$ cat src/rtl/mem_access_if.sv
// ---------------------------------------------------------------------------
// mem_access_if
// Bundle between the core execute stage, the load/store sequencer and the
// word-wide synchronous data memory.
//   Request  (core -> ctrl): req_valid, req_write, req_funct3, req_addr, req_wdata
//   Response (ctrl -> core): ready, done, err, rdata
//   Memory   (ctrl <-> mem): mem_addr, mem_re, mem_we, mem_wdata, mem_rdata
// Modports:
//   slave  - the sequencer (mem_access_ctrl)
//   master - the environment around it (core request side plus data memory)
// ---------------------------------------------------------------------------
interface mem_access_if #(
  parameter int ADDR_WIDTH = 32
);
  logic                  req_valid;
  logic                  req_write;
  logic [2:0]            req_funct3;
  logic [ADDR_WIDTH-1:0] req_addr;
  logic [31:0]           req_wdata;

  logic                  ready;
  logic                  done;
  logic                  err;
  logic [31:0]           rdata;

  logic [ADDR_WIDTH-1:0] mem_addr;
  logic                  mem_re;
  logic                  mem_we;
  logic [31:0]           mem_wdata;
  logic [31:0]           mem_rdata;

  modport slave (
    input  req_valid, req_write, req_funct3, req_addr, req_wdata, mem_rdata,
    output ready, done, err, rdata, mem_addr, mem_re, mem_we, mem_wdata
  );

  modport master (
    output req_valid, req_write, req_funct3, req_addr, req_wdata, mem_rdata,
    input  ready, done, err, rdata, mem_addr, mem_re, mem_we, mem_wdata
  );
endinterface

$ cat src/rtl/mem_access_ctrl.sv
// ---------------------------------------------------------------------------
// mem_access_ctrl
// Multi-cycle RV32I load/store sequencer (lb/lh/lw/lbu/lhu/sb/sh/sw) between
// the execute stage and a word-wide synchronous data memory.
//   Loads      : READ -> WAIT -> DONE, lane select + sign/zero extension.
//   sb / sh    : READ -> WAIT -> WRITE -> DONE (read-modify-write).
//   sw         : WRITE -> DONE.
//   Illegal op : DONE with err, no memory strobe.
// Ports:
//   clk   - clock, all state on the rising edge
//   rst_n - asynchronous active-low reset
//   bus   - mem_access_if.slave (request, response and memory signals)
// Parameters:
//   ADDR_WIDTH - byte address width
//   MEM_RD_LAT - memory read latency in cycles (1..4)
// Build option:
//   MEM_MISALIGN_TRAP_EN - when defined, misaligned half/word accesses end
//   immediately with err; otherwise they are silently aligned down.
// ---------------------------------------------------------------------------
module mem_access_ctrl #(
  parameter int ADDR_WIDTH = 32,
  parameter int MEM_RD_LAT = 1
) (
  input  logic        clk,
  input  logic        rst_n,
  mem_access_if.slave bus
);

  typedef enum logic [2:0] {
    S_IDLE  = 3'd0,
    S_READ  = 3'd1,
    S_WAIT  = 3'd2,
    S_WRITE = 3'd3,
    S_DONE  = 3'd4
  } state_t;

  state_t                r_state;
  state_t                w_state_next;
  logic [ADDR_WIDTH-1:0] r_addr;
  logic [2:0]            r_funct3;
  logic [2:0]            r_cnt;
  logic [31:0]           r_wdata;
  logic [31:0]           r_buf;
  logic [31:0]           r_rdata;
  logic                  r_write;
  logic                  r_err;

  logic                  w_accept;
  logic                  w_f3_legal;
  logic                  w_misalign;
  logic                  w_last;
  logic [7:0]            w_byte;
  logic [15:0]           w_half;
  logic [31:0]           w_load_ext;
  logic [31:0]           w_wdata_rep;
  logic [31:0]           w_merge;
  logic [3:0]            w_lane_en;

  assign w_accept = bus.req_valid && (r_state == S_IDLE);
  assign w_last   = (r_cnt == 3'd1);

  always_comb begin
    w_f3_legal = 1'b0;
    if (bus.req_write)
      w_f3_legal = bus.req_funct3 inside {3'b000, 3'b001, 3'b010};
    else
      w_f3_legal = bus.req_funct3 inside {3'b000, 3'b001, 3'b010, 3'b100, 3'b101};
  end

`ifdef MEM_MISALIGN_TRAP_EN
  always_comb begin
    w_misalign = 1'b0;
    case (bus.req_funct3[1:0])
      2'b01:   w_misalign = bus.req_addr[0];
      2'b10:   w_misalign = |bus.req_addr[1:0];
      default: w_misalign = 1'b0;
    endcase
  end
`else
  assign w_misalign = 1'b0;
`endif

  // State register
  always_ff @(posedge clk or negedge rst_n) begin
    if (!rst_n) r_state <= S_IDLE;
    else        r_state <= w_state_next;
  end

  // Next-state logic
  always_comb begin
    w_state_next = r_state;
    case (r_state)
      S_IDLE: begin
        if (w_accept) begin
          if (!w_f3_legal || w_misalign)
            w_state_next = S_DONE;
          else if (bus.req_write && (bus.req_funct3 == 3'b010))
            w_state_next = S_WRITE;
          else
            w_state_next = S_READ;
        end
      end
      S_READ:  w_state_next = S_WAIT;
      S_WAIT:  if (w_last) w_state_next = r_write ? S_WRITE : S_DONE;
      S_WRITE: w_state_next = S_DONE;
      S_DONE:  w_state_next = S_IDLE;
      default: w_state_next = S_IDLE;
    endcase
  end

  // Outputs decoded from state; sw takes the store data as-is, sb/sh the merge
  always_comb begin
    bus.ready     = 1'b0;
    bus.done      = 1'b0;
    bus.err       = 1'b0;
    bus.mem_re    = 1'b0;
    bus.mem_we    = 1'b0;
    bus.mem_wdata = '0;
    case (r_state)
      S_IDLE:  bus.ready = 1'b1;
      S_READ:  bus.mem_re = 1'b1;
      S_WRITE: begin
        bus.mem_we    = 1'b1;
        bus.mem_wdata = (r_funct3[1:0] == 2'b10) ? r_wdata : w_merge;
      end
      S_DONE: begin
        bus.done = 1'b1;
        bus.err  = r_err;
      end
      default: ;
    endcase
  end

  assign bus.mem_addr = {r_addr[ADDR_WIDTH-1:2], 2'b00};
  assign bus.rdata    = r_rdata;

  // Load lane select and extension, straight off the memory read data so the
  // result is already registered when DONE is reached.
  always_comb begin
    case (r_addr[1:0])
      2'b00:   w_byte = bus.mem_rdata[7:0];
      2'b01:   w_byte = bus.mem_rdata[15:8];
      2'b10:   w_byte = bus.mem_rdata[23:16];
      default: w_byte = bus.mem_rdata[31:24];
    endcase
    w_half = r_addr[1] ? bus.mem_rdata[31:16] : bus.mem_rdata[15:0];
    case (r_funct3[1:0])
      2'b00:   w_load_ext = {{24{w_byte[7] & ~r_funct3[2]}}, w_byte};
      2'b01:   w_load_ext = {{16{w_half[15] & ~r_funct3[2]}}, w_half};
      default: w_load_ext = bus.mem_rdata;
    endcase
  end

  // Read-modify-write merge: replicate store data across lanes, then pick
  // per byte lane between the new data and the buffered memory word.
  assign w_lane_en   = r_funct3[0] ? (r_addr[1] ? 4'b1100 : 4'b0011)
                                   : (4'b0001 << r_addr[1:0]);
  assign w_wdata_rep = r_funct3[0] ? {2{r_wdata[15:0]}} : {4{r_wdata[7:0]}};

  genvar gi;
  generate
    for (gi = 0; gi < 4; gi++) begin : g_lane
      assign w_merge[8*gi +: 8] = w_lane_en[gi] ? w_wdata_rep[8*gi +: 8]
                                                : r_buf[8*gi +: 8];
    end
  endgenerate

  // Datapath registers
  always_ff @(posedge clk or negedge rst_n) begin
    if (!rst_n) begin
      r_addr   <= '0;
      r_funct3 <= '0;
      r_wdata  <= '0;
      r_write  <= 1'b0;
      r_err    <= 1'b0;
      r_cnt    <= '0;
      r_buf    <= '0;
      r_rdata  <= '0;
    end else begin
      if (w_accept) begin
        r_addr   <= bus.req_addr;
        r_funct3 <= bus.req_funct3;
        r_wdata  <= bus.req_wdata;
        r_write  <= bus.req_write;
        r_err    <= !w_f3_legal || w_misalign;
      end
      if (r_state == S_READ)
        r_cnt <= 3'(MEM_RD_LAT);
      if (r_state == S_WAIT) begin
        r_cnt <= r_cnt - 3'd1;
        if (w_last) begin
          r_buf <= bus.mem_rdata;
          if (!r_write)
            r_rdata <= w_load_ext;
        end
      end
    end
  end

endmodule

$ cat src/flat_wrapper.sv
// flat-port wrapper written by rule: the top's interface ports become plain ports
module mem_access_ctrl_flat 
#(
  parameter int ADDR_WIDTH = 32,
  parameter int MEM_RD_LAT = 1
)
  (clk, rst_n, bus_req_valid, bus_req_write, bus_req_funct3, bus_req_addr, bus_req_wdata, bus_mem_rdata, bus_ready, bus_done, bus_err, bus_rdata, bus_mem_addr, bus_mem_re, bus_mem_we, bus_mem_wdata);
  mem_access_if #(.ADDR_WIDTH(ADDR_WIDTH)) bus_i ();
  input  logic clk;
  input  logic rst_n;
  input wire logic [$bits(bus_i.req_valid)-1:0] bus_req_valid;
  input wire logic [$bits(bus_i.req_write)-1:0] bus_req_write;
  input wire logic [$bits(bus_i.req_funct3)-1:0] bus_req_funct3;
  input wire logic [$bits(bus_i.req_addr)-1:0] bus_req_addr;
  input wire logic [$bits(bus_i.req_wdata)-1:0] bus_req_wdata;
  input wire logic [$bits(bus_i.mem_rdata)-1:0] bus_mem_rdata;
  output wire logic [$bits(bus_i.ready)-1:0] bus_ready;
  output wire logic [$bits(bus_i.done)-1:0] bus_done;
  output wire logic [$bits(bus_i.err)-1:0] bus_err;
  output wire logic [$bits(bus_i.rdata)-1:0] bus_rdata;
  output wire logic [$bits(bus_i.mem_addr)-1:0] bus_mem_addr;
  output wire logic [$bits(bus_i.mem_re)-1:0] bus_mem_re;
  output wire logic [$bits(bus_i.mem_we)-1:0] bus_mem_we;
  output wire logic [$bits(bus_i.mem_wdata)-1:0] bus_mem_wdata;
  assign bus_i.req_valid = bus_req_valid;
  assign bus_i.req_write = bus_req_write;
  assign bus_i.req_funct3 = bus_req_funct3;
  assign bus_i.req_addr = bus_req_addr;
  assign bus_i.req_wdata = bus_req_wdata;
  assign bus_i.mem_rdata = bus_mem_rdata;
  assign bus_ready = bus_i.ready;
  assign bus_done = bus_i.done;
  assign bus_err = bus_i.err;
  assign bus_rdata = bus_i.rdata;
  assign bus_mem_addr = bus_i.mem_addr;
  assign bus_mem_re = bus_i.mem_re;
  assign bus_mem_we = bus_i.mem_we;
  assign bus_mem_wdata = bus_i.mem_wdata;
  mem_access_ctrl #(.ADDR_WIDTH(ADDR_WIDTH), .MEM_RD_LAT(MEM_RD_LAT)) u_core (.clk(clk), .rst_n(rst_n), .bus(bus_i));
endmodule
$ cat config.mk
export PLATFORM = sky130hd
export DESIGN_NAME = mem_access_ctrl_flat
export DESIGN_NICKNAME = d
export VERILOG_FILES = /design/src/rtl/mem_access_if.sv /design/src/rtl/mem_access_ctrl.sv /design/src/flat_wrapper.sv
export SDC_FILE = /design/constraint.sdc
export NUM_CORES = 1
export LEC_CHECK = 0
export BUFFER_PORTS_ARGS = -buffer_cell sky130_fd_sc_hd__buf_2
export CAP_MARGIN = 0
export CORE_ASPECT_RATIO = 0.5
export CORE_MARGIN = 5
export CORE_UTILIZATION = 29
export CTS_CLUSTER_SIZE = 28
export DETAILED_ROUTE_END_ITERATION = 12
export MAX_ROUTING_LAYER = met4
export SYNTH_ARGS = -nofsm -noshare
export SYNTH_HDL_FRONTEND = slang
export SYNTH_SLANG_ARGS = --single-unit
$ cat constraint.sdc
create_clock -name clk -period 1.8 [get_ports clk]
set_clock_uncertainty 0.1 [all_clocks]
set_input_delay 0.36 -clock clk [delete_from_list [all_inputs] [get_ports clk]]
set_output_delay 0.36 -clock clk [all_outputs]
set_load 0.1 [all_outputs]
== Yosys cells after proc, flatten, opt, wreduce, memory -nomap -nowiden ==
Index checks and enable logic that the tools add are counted.

* Multiplexer cells: 26
* Bitwise operators: 4
* Eq/ne operators: 15
* Reduce and logical (&&, ||, !) cells: 13
* Add/sub/neg operators: 1
* Shift operators: 1

{| class="wikitable"
|+ Operators with widths
! kind !! count
|-
| 2-to-1 mux 32 bit || 3
|-
| case mux 32 bit (2 select lines) || 1
|-
| 2-to-1 mux 8 bit || 4
|-
| case mux 8 bit (3 select lines) || 1
|-
| 2-to-1 mux 3 bit || 6
|-
| 2-to-1 mux 16 bit || 1
|-
| case mux 3 bit (4 select lines) || 1
|-
| equality test 3 x 1 -> 1 bit, second input constant || 3
|-
| equality test 3 x 2 -> 1 bit, second input constant || 3
|-
| equality test 3 bit, second input constant || 3
|-
| 2-to-1 mux 4 bit || 2
|-
| logical NOT 3 bit || 2
|-
| 2-to-1 mux 1 bit || 6
|-
| nonzero test 5 bit || 1
|-
| equality test 2 x 1 -> 1 bit, second input constant || 2
|-
| equality test 2 bit, second input constant || 2
|-
| logical NOT 2 bit || 2
|-
| != test 2 x 1 -> 1 bit, second input constant || 2
|-
| AND reduction 2 bit || 2
|-
| << shifter 1 x 2 -> 4 bit, first input constant || 1
|-
| AND reduction 3 bit || 1
|-
| nonzero test 3 bit || 1
|-
| subtractor 3 x 1 -> 3 bit, second input constant || 1
|-
| AND 1 bit || 2
|-
| 5 further kinds || 7
|}

* Logic and storage cells: 69
* Bits in registers: 139
* Bits of input ports: 103

== Depth between registers and ports, before layout ==
Gate-level depths: netlist of the first run.

* Word-level depth: 6
* Gate-level depth with buffers: 8
* Mapped depth without buffers: 6

== Least setup slack after synthesis of the first run ==
No wires, ideal clock.

* Kind: reg-to-output
* From: register u_core.r_addr[1]
* To: output port bus_mem_wdata[16]
* Path slack: -2.199 ns
* Cell stages (with the launch flop): 6
* Arrival time: 3.539 ns
* Data required time: 1.340 ns
* Cells stage by stage: dfrtp_1 buf_4 clkbuf_1 buf_2 nand3_1 a311oi_1

* Word-level cells in the longest chain between the ends: 5

{| class="wikitable"
|+ Ends and longest elaborated chain
! what !! RTL line !! source
|-
| start: declaration || mem_access_ctrl.sv:39 || <nowiki>logic [ADDR_WIDTH-1:0] r_addr;</nowiki>
|-
| start signal: assignment || mem_access_ctrl.sv:181 || <nowiki>r_addr <= bus.req_addr;</nowiki>
|-
| << shifter 1 x 2 -> 4 bit or 2-to-1 mux 4 bit (tied branches) || mem_access_ctrl.sv:157, mem_access_ctrl.sv:156 ||
|-
| 2-to-1 mux 4 bit * || mem_access_ctrl.sv:156 || <nowiki>assign w_lane_en = r_funct3[0] ? (r_addr[1] ? 4'b1100 : 4'b0011)</nowiki>
|-
| 2-to-1 mux 8 bit * || mem_access_ctrl.sv:163 || <nowiki>assign w_merge[8*gi +: 8] = w_lane_en[gi] ? w_wdata_rep[8*gi +: 8]</nowiki>
|-
| 2-to-1 mux 32 bit * || mem_access_ctrl.sv:124 || <nowiki>bus.mem_wdata = (r_funct3[1:0] == 2'b10) ? r_wdata : w_merge;</nowiki>
|-
| 2-to-1 mux 32 bit * || mem_access_ctrl.sv:119 || <nowiki>case (r_state)</nowiki>
|-
| end: declaration || flat_wrapper.sv:24 || <nowiki>output wire logic [$bits(bus_i.mem_wdata)-1:0] bus_mem_wdata;</nowiki>
|}

Every way passes the cells marked *; elsewhere a longest branch is shown, timed or not.

== Worst setup path after layout of the first run ==
* From: register u_core.r_funct3[0]
* To: output port bus_mem_wdata[5]

* Word-level cells in the longest chain between the ends: 4

{| class="wikitable"
|+ Ends and longest elaborated chain
! what !! RTL line !! source
|-
| start: declaration || mem_access_ctrl.sv:40 || <nowiki>logic [2:0] r_funct3;</nowiki>
|-
| start signal: assignment || mem_access_ctrl.sv:182 || <nowiki>r_funct3 <= bus.req_funct3;</nowiki>
|-
| 2-to-1 mux 4 bit || mem_access_ctrl.sv:156 ||
|-
| 2-to-1 mux 8 bit || mem_access_ctrl.sv:163 ||
|-
| 2-to-1 mux 32 bit * || mem_access_ctrl.sv:124 ||
|-
| 2-to-1 mux 32 bit * || mem_access_ctrl.sv:119 ||
|}

Marks and branches as above.

==> flow_metrics.tcl, run 1 <==
set metrics [dict create \
    status "complete, but fails checks" \
    violations "setup timing" \
    synth_area_sq_um 7020 \
    critPathLaunchType "flip-flop" \
    synth_seq_cells 139 \
    reg2reg_depth 7 \
    num_rows 40 \
    firstDrtPassIters 8 \
    antenna_found_initial 0 \
    crit_required_ns 1.34 \
    fmax_ghz 0.416 \
    ant_nets 0 \
    relSlewSlack_pct 64.0 \
    final_cell_mix "buf_2, dfrtp_1, nand2_1" \
    gp_congestion 0.872 \
    n_antenna_cell 0 \
    grt_max_degree 39 \
    layout-area-overhead-vs-synth_pct 57.6 \
    synth_cells 646 \
    die-area_sq_um 27600 \
    synthTopCellsByArea "dfrtp_1, mux2_2, buf_4, nand2_1, a21oi_1" \
    multi_input_area_sq_um 3920 \
    mostFrequentLayoutCell "buf_2" \
    clock_tree.root_cell "clkbuf_16" \
    start_util_pct 29.3 \
    nFillCells 2159 \
    synthFlopType "dfrtp_1" \
    crit_type "flip-flop to output pin" \
    layout-drive-gt1-share_pct 59.9 \
    synth_area_leader_cell "dfrtp_1" \
    avgSynthCellArea_sq_um 10.9 \
    finalWorstSetupSlack_ns -0.605 \
    drc_errors 0 \
    insertion_delay_ns 0.43 \
    holdCritStartpoint "bus_req_wdata[26]" \
    synth_top_area_share_pct 49.6 \
    cts_tree "done" \
    slew_viol_final 0 \
    io_pins 204 \
    yosysUniqueCellTypes 52 \
    clkSinkCount 139 \
    cts.path.max_buffers 2 \
    via_per_inst 4.93 \
    grt_usage_pct 17.7 \
    cts_max_level 4 \
    cp-startpoint "u_core.r_funct3[0]" \
    wire_per_inst_um 20.9 \
    drtIter0Drc 491 \
    hold-path-endpoint "u_core.r_wdata[26]" \
    drv_cap 0 \
    period_needed_ns 2.41 \
    cp.arrival_ns 1.95 \
    core-area_sq_um 23900 \
    die_w_um 230 \
    portBuffers 201 \
    rsz0062_at_grt "true" \
    path_clk_slew_ns 0.06 \
    reg2reg_from "u_core.r_funct3[0]" \
    period_share_pct 134 \
    layout.nets 985 \
    hp-class "input port to flip-flop" \
    ff2ff_setup_slack_ns -0.24 \
    hpwl_mm 17.9 \
    wirelength_mm 25.2 \
    grt_pass1_vias 5976 \
    synth_edf_count 0 \
    async_reset_ff_share_pct 100 \
    numCtsBuffers 17 \
    grt_pass1_wl_mm 36.7 \
    die_h_um 120 \
    worst_slew_pin_slew_ns 0.543 \
    timing_hold_violations_final 0 \
    worstHoldPathCells 2 \
    holdWs_ns 0.0638 \
    crit_fanout 8 \
    seq_area_frac_synth_pct 49.6 \
    yosysWarnings 0 \
    overflow 0 \
    cp-end-kind "output pin" \
    r2r_end "u_core.bus.rdata[16]" \
    vias 5953 \
    ff_latch_area_sq_um 3480 \
    finalSetupViolCount 163 \
]
==> final cells by class <==
class	instances	area share (%)
timing repair buffer	293	24.4
multi-input combinational	423	35.4
clock inverter	10	0.848
inverter	6	0.237
sequential	139	31.5
tap	315	3.56
clock buffer	21	4.07
==> state kept, by name, summed over array words and instances, names as in the netlist <==
register / cells
u_core.bus.rdata: 32
u_core.r_funct3: 3
u_core.r_cnt: 3
u_core.r_buf: 32
u_core.r_write: 1
u_core.r_wdata: 32
u_core.r_state: 3
u_core.r_addr: 32
u_core.r_err: 1
==> per-stage QoR <==
step	instance area, sq um	std cells	setup TNS (ns)	util [%]	worst slack (ns)
global placement	9450	1143	-7.52	39.5	-0.217
global route	11100	1207	-42.17	46.3	-0.676
floorplan	7530	647	-59.10	-	-0.843
CTS	10600	1188	-32.52	44.1	-0.601
finish	11100	1207	-34.82	46.3	-0.605
detailed placement	9450	1143	-10.43	39.5	-0.266
==> critical path, stage by stage, from the launching register on <==
cell     delay (ns)
dfrtp_2        0.45
or2b_4         0.30
o21ai_4        0.07
buf_12         0.16
mux2i_2        0.28
nor2_4         0.07
buf_12         0.17
==> worst max path at each step <==
stage / end / slack (ns)
2_1_floorplan: bus_mem_wdata[19] / -0.84
3_3_place_gp: bus_mem_wdata[23] / -0.22
3_5_place_dp: bus_mem_wdata[23] / -0.27
4_1_cts: bus_mem_wdata[3] / -0.60
5_1_grt: bus_mem_wdata[5] / -0.68
6_report: bus_mem_wdata[5] / -0.61
==> what timing repair did <==
item                                   in CTS  in global routing
hold buffers                                1                  0
gates resized for setup                    94                 64
endpoints found under the hold margin      34                  0
pin swaps                                  30                 25
cloned                                      4                 10
buffers inserted                           11                 14
setup endpoints to repair                 127                169
==> cells by family after synthesis <==
family                     after synthesis  share of synthesized area [%]
AOI/OAI and AO/OA                      126                           12.6
adders and majority gates                2                          0.356
buffers and inverters                   86                           7.25
DFF                                    139                           49.6
muxes                                  120                           18.9
other                                    1                         0.0534
and+or+nand+nor                        172                           11.3
==> Yosys cell counts (2+ instances only) <==
cell type and count:
dfrtp_1 139, mux2_2 100, nand2_1 75, nor2_1 49, a21oi_1 41, buf_4 41, clkbuf_1 23, mux2i_1 20
o211ai_1 16, buf_2 14, a21oi_2 10, nor3_1 10, a22oi_1 9, a22o_1 8, a311oi_1 8, nand3_1 8
o21ai_0 7, inv_1 6, a211oi_1 4, a31oi_1 4, nor2b_1 4, o221a_2 4, a2111oi_0 3, and2_1 3
nand3b_1 3, a211o_1 2, and3b_1 2, buf_6 2, ha_1 2, nand2b_1 2, nor3b_1 2, nor3b_2 2
nor4_1 2, nor4b_1 2, or3_1 2
==> metal layers <==
| metal | up-vias | global-route usage, % | wire length [um] |
|---|---|---|---|
| met4 | 0 | 6.04 | 638 |
| met3 | 35 | 4.78 | 1350 |
| met5 | - | - | 0 |
| met1 | 3019 | 21.9 | 10700 |
| li1 | 2749 | - | - |
| met2 | 150 | 28.4 | 12500 |
Power of run 1 is left out: the tool's default activity adds up to more than one toggle a clock period on the data nets, which glitch-free logic cannot reach.
==> run 2, diff against run 1 <==
clock period = 2.6 ns   (was 1.8 ns; I/O delays follow)
==> run 2 against run 1 <==
The run now ends clean. Final cell count is 3.6% lower. Global-route usage is 0.32 points lower. Non-clock buffer count is 47 lower. Register-to-register slack better by 0.45 ns.
==> flow_metrics.tcl, run 2 (same netlist as run 1, synthesis figures left out) <==
set metrics [dict create \
    status "finished clean" \
    critPathLaunchType "flip-flop" \
    overflow 0 \
    drc_errors 0 \
    antenna_found_initial 3 \
    grt_pass1_vias 5952 \
    use_met2_pct 28.4 \
    gp_congestion 0.856 \
    drtIter0Drc 408 \
    grt_usage_pct 17.4 \
    vias 5682 \
    r2r_end "u_core.bus.rdata[17]" \
    mostFrequentLayoutCell "buf_2" \
    drv_cap 0 \
    cp.arrival_ns 1.93 \
    layout-area-overhead-vs-synth_pct 40.6 \
    layout-drive-gt1-share_pct 53.4 \
    final_cell_mix "buf_2, dfrtp_1, mux2_2" \
    worst_slew_pin_slew_ns 0.809 \
    nFillCells 2305 \
    groute.layer.met1.usage_pct 21.3 \
    relSlewSlack_pct 45.9 \
    die_w_um 230 \
    core-area_sq_um 23900 \
    crit_fanout 15 \
    top_usage_layer "met2" \
    rsz0062_at_grt "true" \
    setup_tns_ns 0 \
    die_h_um 120 \
    crit_type "flip-flop to output pin" \
    insertion_delay_ns 0.42 \
    worstHoldPathCells 2 \
    reg2reg_depth 6 \
    reg2reg_from "u_core.r_cnt[1]" \
    num_rows 40 \
    die-area_sq_um 27600 \
    period_share_pct 97.9 \
    via_per_inst 4.88 \
    path_clk_slew_ns 0.06 \
    slew_viol_final 0 \
    finalSetupViolCount 0 \
    grt_util_met3_pct 4.07 \
    timing_hold_violations_final 0 \
    cts.path.max_buffers 2 \
    finalNonFillerCells 1164 \
    hp-class "input port to flip-flop" \
    holdWs_ns 0.223 \
    crit_required_ns 1.98 \
    wire_per_inst_um 20.2 \
    period_needed_ns 2.55 \
    clock_tree.root_cell "clkbuf_16" \
    hold-path-endpoint "u_core.r_addr[4]" \
    firstDrtPassIters 5 \
    cts_tree "done" \
    clkSinkCount 139 \
    holdCritStartpoint "bus_req_addr[4]" \
    ant_nets 0 \
    start_util_pct 29.3 \
    dpl.cell_count 1109 \
    hpwl_mm 17.5 \
    ff2ff_setup_slack_ns 0.21 \
    numCtsBuffers 17 \
    layout.nets 939 \
    fmax_ghz 0.393 \
    io_pins 204 \
    wirelength_mm 23.5 \
    cts_max_level 4 \
    grt_pass1_wl_mm 35.8 \
    cp-end-kind "output pin" \
    grt_max_degree 52 \
    portBuffers 201 \
]
## run 2: per-stage QoR
step | utilization (%) | area, sq um | setup slack, ns
5_1_grt | 41.3 | 9870 | -0.0114
6_report | 41.3 | 9870 | 0.0542
4_1_cts | 40.3 | 9650 | 0.00262
2_1_floorplan | - | 7370 | -0.231
3_3_place_gp | 37.5 | 8960 | 0.316
3_5_place_dp | 37.5 | 8960 | 0.237
## run 2: area by class of cell
type	count	area, sq um	area share (%)
Antenna cell	3	7.51	0.0761
Clock buffer	18	439	4.45
Clock inverter	13	144	1.46
Inverter	6	22.5	0.228
Multi-Input combinational cell	424	3410	34.6
Sequential cell	139	3490	35.3
Tap cell	315	394	3.99
Timing Repair Buffer	246	1970	19.9
## run 2: what timing repair did
item                                    in CTS  in global routing
cloned                                       1                  3
hold buffers                                 1                  0
pin swaps                                    3                 13
hold endpoints to repair                    48                  0
gates resized for setup                     13                 20
endpoints found under the setup margin      33                 32
buffers inserted                             3                 13
## run 2: how the worst max path moves through the flow
| stage | cells past startpoint | start | slack (ns) | endpoint |
|---|---|---|---|---|
| 4_1_cts | 4 | u_core.r_state[0] | 0.003 | bus_mem_wdata[18] |
| 5_1_grt | 5 | u_core.r_funct3[1] | -0.01 | bus_mem_wdata[20] |
| 3_5_place_dp | 6 | u_core.r_cnt[1] | 0.24 | u_core.bus.rdata[17] |
| 6_report | 4 | u_core.r_state[2] | 0.05 | bus_mem_wdata[23] |
| 2_1_floorplan | 4 | u_core.r_state[2] | -0.23 | bus_mem_wdata[12] |
| 3_3_place_gp | 5 | u_core.r_addr[0] | 0.32 | bus_mem_wdata[0] |
## run 2: worst max-delay path, cell delays in order (launching register included)
cell	delay (ns)
dfrtp_2	0.45
nand3b_1	0.24
clkbuf_16	0.24
a311oi_4	0.34
buf_12	0.22
## run 2: per-layer routing
metal | up-vias | share of wire [%]
met4 | 0 | 2.4
met3 | 30 | 5.4
met1 | 2852 | 42
met5 | - | 0
met2 | 150 | 50
li1 | 2650 | -
Power of run 2 is left out for the same reason.
